## src/rtl/mem_port_arbiter_if.sv

```systemverilog
// rtl/mem_port_arbiter_if.sv - requester and RAM-side signal bundle for mem_port_arbiter
// slave is the arbiter's view; master is the requesters' and RAM's view.
interface mem_port_arbiter_if #(
  parameter int ADDR_W = 6,
  parameter int DATA_W = 10
);
  logic              i_if_req;
  logic [ADDR_W-1:0] i_if_addr;
  logic              o_if_gnt;
  logic              o_if_rvalid;
  logic [DATA_W-1:0] o_if_rdata;

  logic              i_dm_req;
  logic              i_dm_we;
  logic [ADDR_W-1:0] i_dm_addr;
  logic [DATA_W-1:0] i_dm_wdata;
  logic              o_dm_gnt;
  logic              o_dm_rvalid;
  logic [DATA_W-1:0] o_dm_rdata;

  logic              o_ram_we;
  logic [ADDR_W-1:0] o_ram_addr;
  logic [DATA_W-1:0] o_ram_data_in;
  logic [DATA_W-1:0] i_ram_data_out;

  modport slave (
    input  i_if_req, i_if_addr,
    output o_if_gnt, o_if_rvalid, o_if_rdata,
    input  i_dm_req, i_dm_we, i_dm_addr, i_dm_wdata,
    output o_dm_gnt, o_dm_rvalid, o_dm_rdata,
    output o_ram_we, o_ram_addr, o_ram_data_in,
    input  i_ram_data_out
  );

  modport master (
    output i_if_req, i_if_addr,
    input  o_if_gnt, o_if_rvalid, o_if_rdata,
    output i_dm_req, i_dm_we, i_dm_addr, i_dm_wdata,
    input  o_dm_gnt, o_dm_rvalid, o_dm_rdata,
    input  o_ram_we, o_ram_addr, o_ram_data_in,
    output i_ram_data_out
  );
endinterface

```

## src/rtl/mem_port_arbiter.sv

```systemverilog
// rtl/mem_port_arbiter.sv - fetch/data arbiter in front of a single-port registered-read RAM
// Data wins ties until MAX_DSTREAK consecutive wins starve a waiting fetch.
module mem_port_arbiter #(
  parameter int ADDR_W      = 6,
  parameter int DATA_W      = 10,
  parameter int MAX_DSTREAK = 3
) (
  input logic               clk,
  input logic               rst,
  mem_port_arbiter_if.slave bus
);
  localparam logic [3:0] MAX_S = 4'(MAX_DSTREAK);

  logic [3:0]        streak_q, streak_d;
  logic              if_pend_q, if_pend_d;
  logic              dm_pend_q, dm_pend_d;
  logic [ADDR_W-1:0] addr_q, addr_d;
  logic [DATA_W-1:0] wdata_q, wdata_d;
  logic              if_gnt, dm_gnt;

  always_comb begin
    if_gnt = 1'b0;
    dm_gnt = 1'b0;
    if (!rst) begin
      if (bus.i_dm_req && (!bus.i_if_req || (streak_q < MAX_S))) begin
        dm_gnt = 1'b1;
      end else if (bus.i_if_req) begin
        if_gnt = 1'b1;
      end
    end
  end

  // Address/data hold their last driven value on idle cycles so the RAM inputs stay quiet.
  always_comb begin
    addr_d  = addr_q;
    wdata_d = wdata_q;
    if (dm_gnt) begin
      addr_d  = bus.i_dm_addr;
      wdata_d = bus.i_dm_wdata;
    end else if (if_gnt) begin
      addr_d  = bus.i_if_addr;
      wdata_d = bus.i_dm_wdata;
    end
  end

  always_comb begin
    streak_d = streak_q;
    if (if_gnt || !bus.i_if_req) begin
      streak_d = 4'd0;
    end else if (dm_gnt && (streak_q < MAX_S)) begin
      streak_d = streak_q + 4'd1;
    end
  end

  always_comb begin
    if_pend_d = if_gnt;
    dm_pend_d = dm_gnt & ~bus.i_dm_we;
  end

  always_ff @(posedge clk) begin
    if (rst) begin
      streak_q  <= 4'd0;
      if_pend_q <= 1'b0;
      dm_pend_q <= 1'b0;
      addr_q    <= '0;
      wdata_q   <= '0;
    end else begin
      streak_q  <= streak_d;
      if_pend_q <= if_pend_d;
      dm_pend_q <= dm_pend_d;
      addr_q    <= addr_d;
      wdata_q   <= wdata_d;
    end
  end

  assign bus.o_if_gnt      = if_gnt;
  assign bus.o_dm_gnt      = dm_gnt;
  assign bus.o_ram_we      = bus.i_dm_we & dm_gnt;
  assign bus.o_ram_addr    = addr_d;
  assign bus.o_ram_data_in = wdata_d;

  // Tags are masked by rst so a read issued just before reset never returns.
  assign bus.o_if_rvalid   = if_pend_q & ~rst;
  assign bus.o_dm_rvalid   = dm_pend_q & ~rst;
  assign bus.o_if_rdata    = bus.i_ram_data_out;
  assign bus.o_dm_rdata    = bus.i_ram_data_out;
endmodule

```

## src/flat_wrapper.sv

```systemverilog
// flat-port wrapper written by rule: the top's interface ports become plain ports
module mem_port_arbiter_flat 
#(
  parameter int ADDR_W      = 6,
  parameter int DATA_W      = 10,
  parameter int MAX_DSTREAK = 3
)
  (clk, rst, bus_i_if_req, bus_i_if_addr, bus_o_if_gnt, bus_o_if_rvalid, bus_o_if_rdata, bus_i_dm_req, bus_i_dm_we, bus_i_dm_addr, bus_i_dm_wdata, bus_o_dm_gnt, bus_o_dm_rvalid, bus_o_dm_rdata, bus_o_ram_we, bus_o_ram_addr, bus_o_ram_data_in, bus_i_ram_data_out);
  mem_port_arbiter_if #(.ADDR_W(ADDR_W), .DATA_W(DATA_W)) bus_i ();
  input logic clk;
  input logic rst;
  input wire logic [$bits(bus_i.i_if_req)-1:0] bus_i_if_req;
  input wire logic [$bits(bus_i.i_if_addr)-1:0] bus_i_if_addr;
  output wire logic [$bits(bus_i.o_if_gnt)-1:0] bus_o_if_gnt;
  output wire logic [$bits(bus_i.o_if_rvalid)-1:0] bus_o_if_rvalid;
  output wire logic [$bits(bus_i.o_if_rdata)-1:0] bus_o_if_rdata;
  input wire logic [$bits(bus_i.i_dm_req)-1:0] bus_i_dm_req;
  input wire logic [$bits(bus_i.i_dm_we)-1:0] bus_i_dm_we;
  input wire logic [$bits(bus_i.i_dm_addr)-1:0] bus_i_dm_addr;
  input wire logic [$bits(bus_i.i_dm_wdata)-1:0] bus_i_dm_wdata;
  output wire logic [$bits(bus_i.o_dm_gnt)-1:0] bus_o_dm_gnt;
  output wire logic [$bits(bus_i.o_dm_rvalid)-1:0] bus_o_dm_rvalid;
  output wire logic [$bits(bus_i.o_dm_rdata)-1:0] bus_o_dm_rdata;
  output wire logic [$bits(bus_i.o_ram_we)-1:0] bus_o_ram_we;
  output wire logic [$bits(bus_i.o_ram_addr)-1:0] bus_o_ram_addr;
  output wire logic [$bits(bus_i.o_ram_data_in)-1:0] bus_o_ram_data_in;
  input wire logic [$bits(bus_i.i_ram_data_out)-1:0] bus_i_ram_data_out;
  assign bus_i.i_if_req = bus_i_if_req;
  assign bus_i.i_if_addr = bus_i_if_addr;
  assign bus_o_if_gnt = bus_i.o_if_gnt;
  assign bus_o_if_rvalid = bus_i.o_if_rvalid;
  assign bus_o_if_rdata = bus_i.o_if_rdata;
  assign bus_i.i_dm_req = bus_i_dm_req;
  assign bus_i.i_dm_we = bus_i_dm_we;
  assign bus_i.i_dm_addr = bus_i_dm_addr;
  assign bus_i.i_dm_wdata = bus_i_dm_wdata;
  assign bus_o_dm_gnt = bus_i.o_dm_gnt;
  assign bus_o_dm_rvalid = bus_i.o_dm_rvalid;
  assign bus_o_dm_rdata = bus_i.o_dm_rdata;
  assign bus_o_ram_we = bus_i.o_ram_we;
  assign bus_o_ram_addr = bus_i.o_ram_addr;
  assign bus_o_ram_data_in = bus_i.o_ram_data_in;
  assign bus_i.i_ram_data_out = bus_i_ram_data_out;
  mem_port_arbiter #(.ADDR_W(ADDR_W), .DATA_W(DATA_W), .MAX_DSTREAK(MAX_DSTREAK)) u_core (.clk(clk), .rst(rst), .bus(bus_i));
endmodule
```

## config.mk

```make
export PLATFORM = sky130hd
export DESIGN_NAME = mem_port_arbiter_flat
export DESIGN_NICKNAME = d
export VERILOG_FILES = /design/src/rtl/mem_port_arbiter_if.sv /design/src/rtl/mem_port_arbiter.sv /design/src/flat_wrapper.sv
export SDC_FILE = /design/constraint.sdc
export NUM_CORES = 1
export LEC_CHECK = 0
export ABC_AREA = 1
export BUFFER_PORTS_ARGS = -buffer_cell sky130_fd_sc_hd__buf_2
export CAP_MARGIN = 30
export CORE_MARGIN = 4
export CORE_UTILIZATION = 30
export CTS_CLUSTER_DIAMETER = 150
export DETAILED_ROUTE_END_ITERATION = 8
export PLACE_DENSITY_LB_ADDON = 0.15
export SYNTH_ARGS = -nofsm -noshare
export SYNTH_HDL_FRONTEND = slang
export SYNTH_SLANG_ARGS = --single-unit
```

## constraint.sdc

```tcl
create_clock -name clk -period 1.5 [get_ports clk]
set_clock_uncertainty 0.05 [all_clocks]
set_input_delay 0.15 -clock clk [delete_from_list [all_inputs] [get_ports clk]]
set_output_delay 0.15 -clock clk [all_outputs]
set_load 0.005 [all_outputs]
```

After elaboration in Yosys (flattened, before gate mapping)
Index checks and enable logic that the tools add are counted.

word-level totals
  output and inout port bits = 41
  register bits after elaboration = 22
  logic and storage cells = 28
  bits of input ports = 37

cells by class
  muxes and demuxes = 9
  $add $sub $neg = 1
  reductions and logical operators = 6
  bitwise operators = 6
  magnitude comparators = 1

operators with widths
  operator                                                                      number
  10-bit 2-to-1 mux                                                             2
  6-bit 2-to-1 mux                                                              2
  1-bit 2-to-1 mux                                                              5
  4-bit by 1-bit adder with 4-bit output, second input constant                 1
  1-bit bitwise AND                                                             4
  4-bit by 2-bit less-than comparator with 1-bit output, second input constant  1
  1-bit logical AND                                                             2
  1-bit logical OR                                                              2
  1-bit inverter                                                                2
  2-bit OR reduction                                                            1
  1-bit zero test                                                               1

Longest topological paths before layout
Gate-level depths: netlist of the first run.

  word-level depth = 7
  mapped depth = 9
  depth with buffers taken out = 9

Worst setup path after synthesis of the first run
Ideal clock, no wire load.

  kind = reg-to-output
  start = register u_core.streak_q[0]
  end = output port bus_o_ram_addr[2]
  arrival time = 1.083 ns
  buffers on the path = 0
  required time = 1.300 ns
  path slack = 0.217 ns
  cell stages (with the launch flop) = 10
  cell sequence = dfxtp_1 ha_1 inv_1 nand2_1 nand2_2 nand3_4 inv_4 nand2_1 nand3_1 inv_1

between the ends
  elaborated cells on any way between the ends = 9
  classes of those cells = 1 x order compare; 6 x mux; 2 x reduce/logical

RTL lines
  element                                                RTL line                source
  start: declaration                                     mem_port_arbiter.sv:14  logic [3:0] streak_q, streak_d;
  start signal: assignment                               mem_port_arbiter.sv:68  streak_q <= streak_d;
  4-bit by 2-bit less-than comparator with 1-bit output  mem_port_arbiter.sv:25  if (bus.i_dm_req && (!bus.i_if_req || (streak_q < MAX_S))) begin
  1-bit logical OR                                       mem_port_arbiter.sv:25
  1-bit logical AND                                      mem_port_arbiter.sv:25
  1-bit 2-to-1 mux                                       mem_port_arbiter.sv:25
  1-bit 2-to-1 mux                                       mem_port_arbiter.sv:24  if (!rst) begin
  net bus_o_dm_gnt                                       flat_wrapper.sv:21      output wire logic [$bits(bus_i.o_dm_gnt)-1:0] bus_o_dm_gnt;
  6-bit 2-to-1 mux                                       mem_port_arbiter.sv:37  if (dm_gnt) begin
  end: declaration                                       flat_wrapper.sv:25      output wire logic [$bits(bus_i.o_ram_addr)-1:0] bus_o_ram_addr;

The timed path passes the listed nets, and every way through them passes these cells.

Final worst setup path of the first run
  start = register u_core.streak_q[0]
  end = output port bus_o_ram_addr[2]

between the ends
  cells in the longest elaborated chain, start to end = 7
  elaborated cells on any way between the ends = 9
  classes of those cells = 1 x order compare; 6 x mux; 2 x reduce/logical

ends and longest elaborated chain
  element                                                  RTL line                source
  4-bit by 2-bit less-than comparator with 1-bit output *  mem_port_arbiter.sv:25
  1-bit logical OR *                                       mem_port_arbiter.sv:25
  1-bit logical AND *                                      mem_port_arbiter.sv:25
  1-bit 2-to-1 mux                                         mem_port_arbiter.sv:25
  1-bit 2-to-1 mux                                         mem_port_arbiter.sv:24
  6-bit 2-to-1 mux                                         mem_port_arbiter.sv:40  end else if (if_gnt) begin
  6-bit 2-to-1 mux *                                       mem_port_arbiter.sv:37

Every way passes the cells marked *; elsewhere a longest branch is shown, timed or not.

==> summary.txt, run 1 <==
Run status
  – Status: finished, violations left
  – Failing checks: negative setup slack

Worst setup path
  – Count of buffer and inverter cells on the critical path: 4
  – Crit end category: output port
  – Critical Path Stages: 10
  – Critical path's slowest cell: dfxtp_2
  – CP cell instances: ha_4 > inv_2 > nand2_2 > nand2_4 > nand3_4 > inv_6 > nand2_2 > nand3_2 > inv_1 > buf_2
  – CP Class: flip-flop to output port
  – CP most frequent cell: nand2_2
  – Max incr delay on CP: 0.34 ns
  – CP required: 1.30 ns
  – R2R cell count: 10
  – Delay-heaviest family, CP: simple AND/OR/NAND/NOR gates
  – Critical Path AT: 1.45 ns
  – Setup crit start kind: flip-flop
  – Worst Path Max Fanout: 7

Synth
  – Post-synthesis compound-gate area fraction: 0.1101
  – Area contributors post-synth: dfxtp_1, buf_4, inv_1
  – Main combinational cell family by area after synthesis: simple AND/OR/NAND/NOR gates
  – Synth Cell Area: 1227 um2
  – Synth unique cells: 20
  – Top-count cell post-synth: inv_1
  – Yosys top cell area share: 0.3588
  – Largest area contributor in the synthesized netlist: dfxtp_1
  – Post-Synth XOR/XNOR Area: 0
  – Synth cell count leaders: inv_1, dfxtp_1, buf_4, nand2_1, nor2_1
  – Post-synthesis mux area share: 0
  – Most used DFF post-synth: dfxtp_1
  – Sequential share of the synthesized area: 0.3588
  – Post-synth EDFFs: 0
  – Mapped Cells: 162
  – Register bit total from synthesis: 22
  – Syn_area_per_cell: 7.577 um2
  – Post-Synth Simple-Gate Area: 0.2640
  – Fraction of registers with async set/reset: 0
  – Ys Warns: 0
  – Post-Synth Adder-Cell Area: 0.01019

Flow run
  – Number of max-cap violations: 0

Clock network
  – Clock-pin slew on the worst setup and hold paths: 0.08 ns
  – CTS sink count: 22
  – CTS tree: done
  – CTS root buf: clkbuf_8
  – Clk_lat worst skew: 0.25 ns
  – CTS Buf Count: 3
  – Worst-case clock buffer depth: 2
  – H-tree depth: 1

Timing
  – Post-route minimum period: 1.652 ns
  – Maximum clock frequency: 605.2 MHz
  – Crit share post-route: 1.102
  – RSZ-0062 raised after global routing: true
  – Hold Slack: 0.01436 ns
  – Setup violators final: 8
  – Final hold vios: 0
  – Slew Viols, Final: 0
  – PnR worst setup slack: -0.1524 ns

Drt
  – Wire length per cell: 9.768 um
  – Via Count: 988
  – Iteration-0 DRC Markers: 14
  – Iteration count of the initial detailed-routing pass: 2
  – Antenna-violating nets left: 0
  – Wirelength, routed: 2.403 mm
  – DRC viols: 0
  – Via/cell ratio: 4.016

Layout
  – N_diodes: 0
  – Share of cells above drive strength 1: 0.4697
  – Area Growth Syn to Fin: 26.10%
  – Number of fill cells: 400
  – Final net count: 237

Power and ir drop
  – Peak VDD IR: 651.2 uV
  – Leak: 0.8365 nW
  – Power per Cell Area: 956.5 nW/um2

Global routing
  – First-pass GRT wire length: 4.084 mm
  – Number of global-route vias before repair: 966
  – Initial antenna violation count: 0
  – Total gr overflow: 0
  – Largest net degree at the start of global routing: 19
  – GRT Util Overall: 0.09465

Floorplanning
  – Initial Utilization: 0.3231
  – Die W: 71.97 um
  – Die H: 71.97 um
  – IO Pins: 78
  – Die Area: 5179 um2
  – # rows: 22
  – Core Box Area: 3799 um2

Placement
  – GPL Wtd Cong: 0.6842
  – Post-DP HPWL: 1.898 mm
  – Setup WS pre-CTS: -0.001771 ns
  – Port Buffers: 47

Hold path
  – Hold Crit Class: primary input to flip-flop
  – Cell depth of the worst hold path: 2
==> cell usage in the layout (no fill, tap or decap), types with 3 or more instances in the layout <==
master,Yosys,final
or2_0,10,10
nand2_2,1,8
dfxtp_1,22,20
nor2_1,19,19
a21oi_1,6,6
clkbuf_8,0,3
or2_1,6,6
nand3_2,0,3
buf_2,0,45
nand2_1,20,12
buf_4,20,8
o21ai_2,11,11
inv_1,28,26
nand3b_1,3,3
==> worst reg2reg max path, stage by stage, from the launching register on <==
cell and delay, ns:
dfxtp_2 0.34, ha_4 0.15, inv_2 0.04, nand2_2 0.07
nand2_4 0.11, nand3_4 0.12, inv_6 0.11, nand2_2 0.05
nand3_2 0.07, buf_4 0.10, nor2_1 0.03
==> where the power goes <==
| group | internal [mW] | leakage, nW | switching, mW | total, mW |
|---|---|---|---|---|
| Sequential | 0.624 | 0.183 | 0.0133 | 0.638 |
| Clock | 0.356 | 0.0357 | 0.182 | 0.537 |
| Combinational | 0.149 | 0.618 | 0.156 | 0.305 |
==> metal layers <==
metal	up-vias	wire, um	global-route usage
li1	532	-	-
met1	402	1079	0.1229
met2	44	1004	0.1429
met3	10	290	0.04571
met4	0	29	0.01879
met5	-	0	0
==> through the flow <==
step | std cells | total power, mW | TNS, ns | utilization | cell area, um2
after floorplan | 163 | 0.8589 | 0 | - | 1231
final | 246 | 1.480 | -1.045 | 0.4074 | 1548
after detailed placement | 237 | 0.9255 | -0.001771 | 0.3584 | 1361
after global placement | 237 | 0.9229 | 0 | 0.3584 | 1361
after CTS | 245 | 1.493 | -1.288 | 0.4012 | 1524
after global routing | 246 | 1.571 | -1.772 | 0.4074 | 1548
==> what timing repair did <==
item	in CTS	in global routing
hold buffers	0	0
pin swaps	9	8
gates resized for setup	16	6
setup endpoints to repair	9	9
buffers inserted	4	1
==> path summary, 6_finish.rpt <==
check                      from                 to  slack (ns)
max          u_core.streak_q[0]  bus_o_ram_addr[2]       -0.15
min                 bus_i_dm_we   u_core.dm_pend_q        0.01
max reg2reg  u_core.streak_q[0]   u_core.addr_q[3]        0.17
min reg2reg   u_core.wdata_q[2]  u_core.wdata_q[2]        0.44
==> registers in the layout, summed over array words and instances, names as in the netlist <==
name and flops:
u_core.streak_q 4, u_core.dm_pend_q 1, u_core.addr_q 6, u_core.wdata_q 10
u_core.if_pend_q 1
==> logic make-up after synthesis <==
| family | after synthesis |
|---|---|
| DFF | 22 |
| buffers and inverters | 55 |
| adders and majority gates | 1 |
| AOI/OAI and AO/OA | 18 |
| other | 1 |
| and+or+nand+nor | 65 |
==> cell type report <==
class / instances / area [um2] / share of cell area
repair buffers: 55 / 307.8 / 0.1989
flip-flops and latches: 22 / 442.9 / 0.2862
inverters: 31 / 126.4 / 0.08165
multi-input cells: 86 / 539.3 / 0.3484
clock buffers: 3 / 41.29 / 0.02668
clock inverters: 1 / 30.03 / 0.01940
well taps: 48 / 60.06 / 0.03880
No activity file was read; power rests on OpenSTA's default activity.
==> run 2: changes to the inputs <==
Settings changed: ABC_AREA 1 to 0.
==> summary.txt, run 2 <==
Run status
  – Status: finished, violations left
  – Failing checks: negative setup slack

Synth
  – Fraction of registers with async set/reset: 0
  – Register bit total from synthesis: 22
  – Area contributors post-synth: dfxtp_1, buf_4, mux2_2
  – Top-count cell post-synth: dfxtp_1
  – Post-Synth XOR/XNOR Area: 0
  – Post-synth EDFFs: 0
  – Most used DFF post-synth: dfxtp_1
  – Yosys top cell area share: 0.3777
  – Synth unique cells: 29
  – Syn_area_per_cell: 10.05 um2
  – Post-synthesis mux area share: 0.09657
  – Synth Cell Area: 1166 um2
  – Largest area contributor in the synthesized netlist: dfxtp_1
  – Sequential share of the synthesized area: 0.3777
  – Post-synthesis compound-gate area fraction: 0.1481
  – Synth cell count leaders: dfxtp_1, buf_4, nor2b_1
  – Main combinational cell family by area after synthesis: buffers and inverters
  – Post-Synth Simple-Gate Area: 0.1803
  – Ys Warns: 0
  – Post-Synth Adder-Cell Area: 0.01073
  – Mapped Cells: 116

Hold path
  – Source of the worst hold timing path: bus_i_dm_addr[0]
  – Cell depth of the worst hold path: 3
  – Hold Crit Class: primary input to flip-flop
  – Hold EP: u_core.addr_q[0]

Global routing
  – Total gr overflow: 0
  – Number of global-route vias before repair: 955
  – Initial antenna violation count: 0
  – Largest net degree at the start of global routing: 15
  – First-pass GRT wire length: 4.347 mm
  – GRT Util Overall: 0.1082

Clock network
  – CTS tree: done
  – H-tree depth: 1
  – # hold bufs at CTS: 0
  – Worst-case clock buffer depth: 2
  – CTS root buf: clkbuf_8
  – CTS sink count: 22
  – CTS Buf Count: 3
  – Clk_lat worst skew: 0.26 ns
  – Clock-pin slew on the worst setup and hold paths: 0.08 ns

Floorplanning
  – Die H: 70.35 um
  – Die Area: 4948 um2
  – Initial Utilization: 0.3138
  – IO Pins: 78
  – Core Box Area: 3716 um2
  – Die W: 70.35 um
  – # rows: 22

Power and ir drop
  – Peak VDD IR: 824.2 uV
  – Leak: 0.7242 nW
  – Power per Cell Area: 960.2 nW/um2

Placement
  – Port Buffers: 47
  – Post-DP HPWL: 1.990 mm
  – GPL Wtd Cong: 0.7953
  – Setup WS pre-CTS: -0.06986 ns
  – Post-placement cell area: 1366 um2

Drt
  – Wirelength, routed: 2.626 mm
  – Via Count: 915
  – Wire length per cell: 12.75 um
  – Via/cell ratio: 4.442
  – Antenna-violating nets left: 0
  – DRC viols: 0
  – Iteration-0 DRC Markers: 23
  – Iteration count of the initial detailed-routing pass: 4

Worst setup path
  – Worst Path Max Fanout: 3
  – R2r setup slk: -0.03 ns
  – Count of buffer and inverter cells on the critical path: 2
  – Max incr delay on CP: 0.34 ns
  – Worst reg2reg path endpoint: u_core.addr_q[0]
  – R2R cell count: 6
  – Critical Path AT: 1.68 ns
  – CP Class: flip-flop to output port
  – CP cell instances: ha_4 > nor4b_4 > buf_4 > nor3_1 > o31ai_1 > buf_2
  – Delay-heaviest family, CP: flip-flops
  – CP required: 1.30 ns
  – Setup crit start kind: flip-flop
  – Critical path's slowest cell: dfxtp_2
  – Crit end category: output port
  – Worst reg2reg path startpoint: u_core.streak_q[0]

Layout
  – N_diodes: 0
  – Largest register by flop count: u_core.wdata_q
  – Commonest non-fill, non-tap cell in the layout: buf_2
  – Share of cells above drive strength 1: 0.6139
  – Final net count: 197
  – Area Growth Syn to Fin: 32.83%
  – Most frequent cells in the layout: buf_2, dfxtp_1, buf_4
  – Biggest regs: u_core.wdata_q (10), u_core.addr_q (6), u_core.streak_q (4)
  – Number of fill cells: 383
  – Max FFs per register: 10
  – Final instance area: 1549 um2
  – Final Util: 0.4168

Flow run
  – Number of max-cap violations: 0

Timing
  – Maximum clock frequency: 531.5 MHz
  – RSZ-0062 raised after global routing: true
  – Post-route minimum period: 1.881 ns
  – Final hold vios: 0
  – Slew Viols, Final: 0
  – Crit share post-route: 1.254
  – Setup violators final: 12
  – PnR worst setup slack: -0.3814 ns
run 2: cell types whose count changed after synthesis, moves of 6 or more:
cell	previous run	this run
or2_1	6	0
or2_0	10	0
inv_1	28	4
nor2b_1	0	14
mux2_2	0	10
nand2_1	20	0
nor2_1	19	7
o21ai_2	11	0
run 2: metal layers:
layer | part of all wire | GRT usage | up-vias
li1 | - | - | 458
met1 | 0.38 | 0.1132 | 420
met2 | 0.52 | 0.1965 | 32
met3 | 0.083 | 0.05036 | 5
met4 | 0.0091 | 0.02128 | 0
met5 | 0 | 0 | -
run 2: metrics by stage:
stage	TNS [ns]	std cells	hold slack (ns)	power, mW
after CTS	-2.678	204	0.08975	1.480
after global placement	-0.1598	199	0.2501	0.9079
after detailed placement	-0.4077	199	0.2501	0.9110
after floorplan	-0.01625	117	0.2482	0.8333
final	-2.536	206	0.09744	1.487
after global routing	-3.371	206	0.09282	1.562
run 2: logic make-up after synthesis:
family / count (synthesis)
AO/OA/AOI/OAI: 18
other: 1
AND/OR/NAND/NOR: 34
adder cells (fa/ha/maj): 1
flip-flops: 22
multiplexers: 10
buffers and inverters: 30
run 2: how the worst max path moves through the flow:
stage	start	to	slack, ns	depth (start not counted)
after CTS	u_core.streak_q[0]	bus_o_ram_addr[1]	-0.36	5
final	u_core.streak_q[0]	bus_o_ram_addr[0]	-0.38	6
after global placement	u_core.streak_q[0]	bus_o_ram_addr[1]	-0.04	5
after global routing	u_core.streak_q[0]	bus_o_ram_addr[1]	-0.44	6
after floorplan	u_core.streak_q[0]	bus_o_ram_addr[0]	-0.008	6
after detailed placement	u_core.streak_q[0]	bus_o_ram_addr[4]	-0.07	6
run 2: report_power, final:
group,total (mW),switching (mW),internal (mW),leakage (nW)
Sequential,0.636,0.0159,0.620,0.183
Combinational,0.295,0.132,0.163,0.506
Clock,0.557,0.200,0.356,0.0357
run 2: repair_timing:
item,CTS,global route
gates cloned,0,0
endpoints found under the setup margin,14,14
pin swaps,2,3
setup buffers,1,2
gates resized for setup,4,9
run 2: area by class of cell:
cell class,instances,area [um2],share of cell area
flip-flops and latches,22,442.9,0.2859
clock inverters,1,30.03,0.01939
multi-input cells,65,604.3,0.3901
well taps,48,60.06,0.03877
inverters,4,15.01,0.009693
repair buffers,63,355.3,0.2294
clock buffers,3,41.29,0.02666
run 2: worst min-delay path, stage by stage:
cell and delay (ns):
buf_2 0.08, nand3_1 0.09, o41ai_2 0.06
==> run 3: changes to the inputs <==
Settings changed: CORE_MARGIN 4 to default.
==> summary.txt, run 3 (synthesized netlist as in run 2, its figures left out) <==
Global routing
  – GRT Util Overall: 0.1245
  – First-pass GRT wire length: 3.926 mm
  – Number of global-route vias before repair: 925
  – Initial antenna violation count: 0
  – Largest net degree at the start of global routing: 15
  – Total gr overflow: 0

Worst setup path
  – CP cell instances: ha_4 > nor4b_4 > buf_4 > buf_6 > o32ai_2 > a21oi_1 > buf_2
  – Critical Path AT: 1.74 ns
  – Setup crit start kind: flip-flop
  – Max incr delay on CP: 0.34 ns
  – CP required: 1.30 ns
  – CP Class: flip-flop to output port
  – Critical path's slowest cell: dfxtp_2
  – Crit end category: output port
  – Worst Path Max Fanout: 5

Clock network
  – CTS tree: done
  – Clk_lat worst skew: 0.26 ns
  – Worst-case clock buffer depth: 2
  – H-tree depth: 1
  – Clock-pin slew on the worst setup and hold paths: 0.08 ns
  – CTS root buf: clkbuf_8
  – CTS Buf Count: 3
  – CTS sink count: 22

Timing
  – Final hold vios: 0
  – RSZ-0062 raised after global routing: true
  – Max_slew headroom: 0.6273
  – PnR worst setup slack: -0.4367 ns
  – Post-route minimum period: 1.937 ns
  – Setup violators final: 14
  – Crit share post-route: 1.291
  – Slew Viols, Final: 0
  – Maximum clock frequency: 516.3 MHz
  – Setup tns final: -3.552 ns
  – Worst slew pin tran: 0.5590 ns

Drt
  – Via/cell ratio: 4.445
  – Antenna-violating nets left: 0
  – DRC viols: 0
  – Wirelength, routed: 2.672 mm
  – Wire length per cell: 12.66 um
  – Iteration-0 DRC Markers: 13
  – Iteration count of the initial detailed-routing pass: 4
  – Via Count: 938

Power and ir drop
  – Switching pwr: 0.3585 mW
  – Power per Cell Area: 928.0 nW/um2
  – Reg power frac: 0.421
  – Combinational Power Share: 0.209
  – Switch share: 0.2373
  – Power share of the clock group: 0.370
  – Pwr Total: 1.511 mW
  – Leak: 0.7572 nW
  – P_int: 1.152 mW
  – Peak VDD IR: 560.8 uV

Layout
  – Largest register by flop count: u_core.wdata_q
  – Most frequent cells in the layout: buf_2, dfxtp_1, buf_4
  – Number of fill cells: 357
  – Share of cells above drive strength 1: 0.6380
  – Area Growth Syn to Fin: 39.59%
  – Reg area: 442.9 um2
  – Commonest non-fill, non-tap cell in the layout: buf_2
  – Max FFs per register: 10
  – Biggest regs: u_core.wdata_q (10), u_core.addr_q (6), u_core.streak_q (4)
  – Final net count: 202
  – N_diodes: 0
  – Area of the multi-input gates: 628.1 um2
  – Post-Layout Cell Count: 211

Floorplanning
  – Core Box Area: 3689 um2
  – Die W: 64.35 um
  – Initial Utilization: 0.3161
  – Die Area: 4140 um2
  – IO Pins: 78
  – # rows: 22
  – Die H: 64.35 um

Run status
  – Failing checks: negative setup slack
  – Status: finished, violations left

Placement
  – Port Buffers: 47
  – Post-DP HPWL: 1.892 mm
  – GPL Wtd Cong: 0.6676
  – DP Cell Count: 198

Flow run
  – Number of max-cap violations: 0

Hold path
  – Hold Crit Class: primary input to flip-flop
[run 3: cell types whose count changed in the layout (fill, tap and decap cells not counted)]
cell / before / now
o32ai_2: 0 / 1
a21oi_2: 0 / 1
buf_4: 16 / 18
a21oi_1: 3 / 2
o31ai_4: 0 / 1
buf_6: 0 / 4
o41ai_2: 3 / 2
o41ai_4: 0 / 1
buf_2: 47 / 46
nor3_1: 2 / 1
nor3_4: 0 / 1
o32ai_4: 3 / 2
o31ai_2: 2 / 1
[run 3: critical path: cells and delay by family (launching register included)]
kind,cells,cell delay [ns]
AOI/OAI and AO/OA,2,0.25
DFF,1,0.34
and+or+nand+nor,1,0.30
buffers and inverters,3,0.42
adders and majority gates,1,0.16
[run 3: per-stage QoR]
stage | area, um2 | setup slack [ns] | hold slack (ns) | util
2_1_floorplan | 1172 | -0.008124 | 0.2482 | -
3_3_place_gp | 1359 | -0.04498 | 0.2501 | 0.3684
3_5_place_dp | 1359 | -0.07627 | 0.2501 | 0.3684
4_1_cts | 1471 | -0.3485 | 0.07842 | 0.3989
5_1_grt | 1628 | -0.5147 | 0.08948 | 0.4413
6_report | 1628 | -0.4367 | 0.09432 | 0.4413
[run 3: cell type report]
| type | count | share of cell area |
|---|---|---|
| repair buffers | 68 | 0.2521 |
| inverters | 4 | 0.009224 |
| multi-input cells | 65 | 0.3859 |
| clock buffers | 3 | 0.02537 |
| clock inverters | 1 | 0.01845 |
| flip-flops and latches | 22 | 0.2721 |
| well taps | 48 | 0.03689 |
[run 3: metal layers]
layer  GRT usage  routed length (um)  up-vias
li1            -                   -      468
met1      0.1323                1067      440
met2      0.2197                1415       28
met3     0.05179                 171        2
met4     0.04167                  18        0
met5           0                   0        -
[run 3: worst paths after layout]
path	cells after the start	to	slack, ns	start
min	3	u_core.addr_q[1]	0.09	bus_i_dm_addr[1]
max reg2reg	6	u_core.addr_q[5]	-0.11	u_core.streak_q[0]
max	7	bus_o_ram_addr[3]	-0.44	u_core.streak_q[0]
min reg2reg	1	u_core.streak_q[0]	0.38	u_core.streak_q[0]
[run 3: power by group through the flow]
stage | Sequential [mW] | Combinational [mW] | Clock (mW)
after floorplan | 0.642 | 0.191 | 0
after global placement | 0.644 | 0.259 | 0
after detailed placement | 0.646 | 0.263 | 0
after CTS | 0.633 | 0.270 | 0.579
after global routing | 0.639 | 0.345 | 0.597
final | 0.636 | 0.316 | 0.558
[run 3: timing repair]
action	4_1_cts	5_1_grt
pin swaps	3	9
gates cloned	0	0
gates resized for setup	4	17
hold buffers	0	0
setup buffers	3	6
endpoints found under the setup margin	14	14
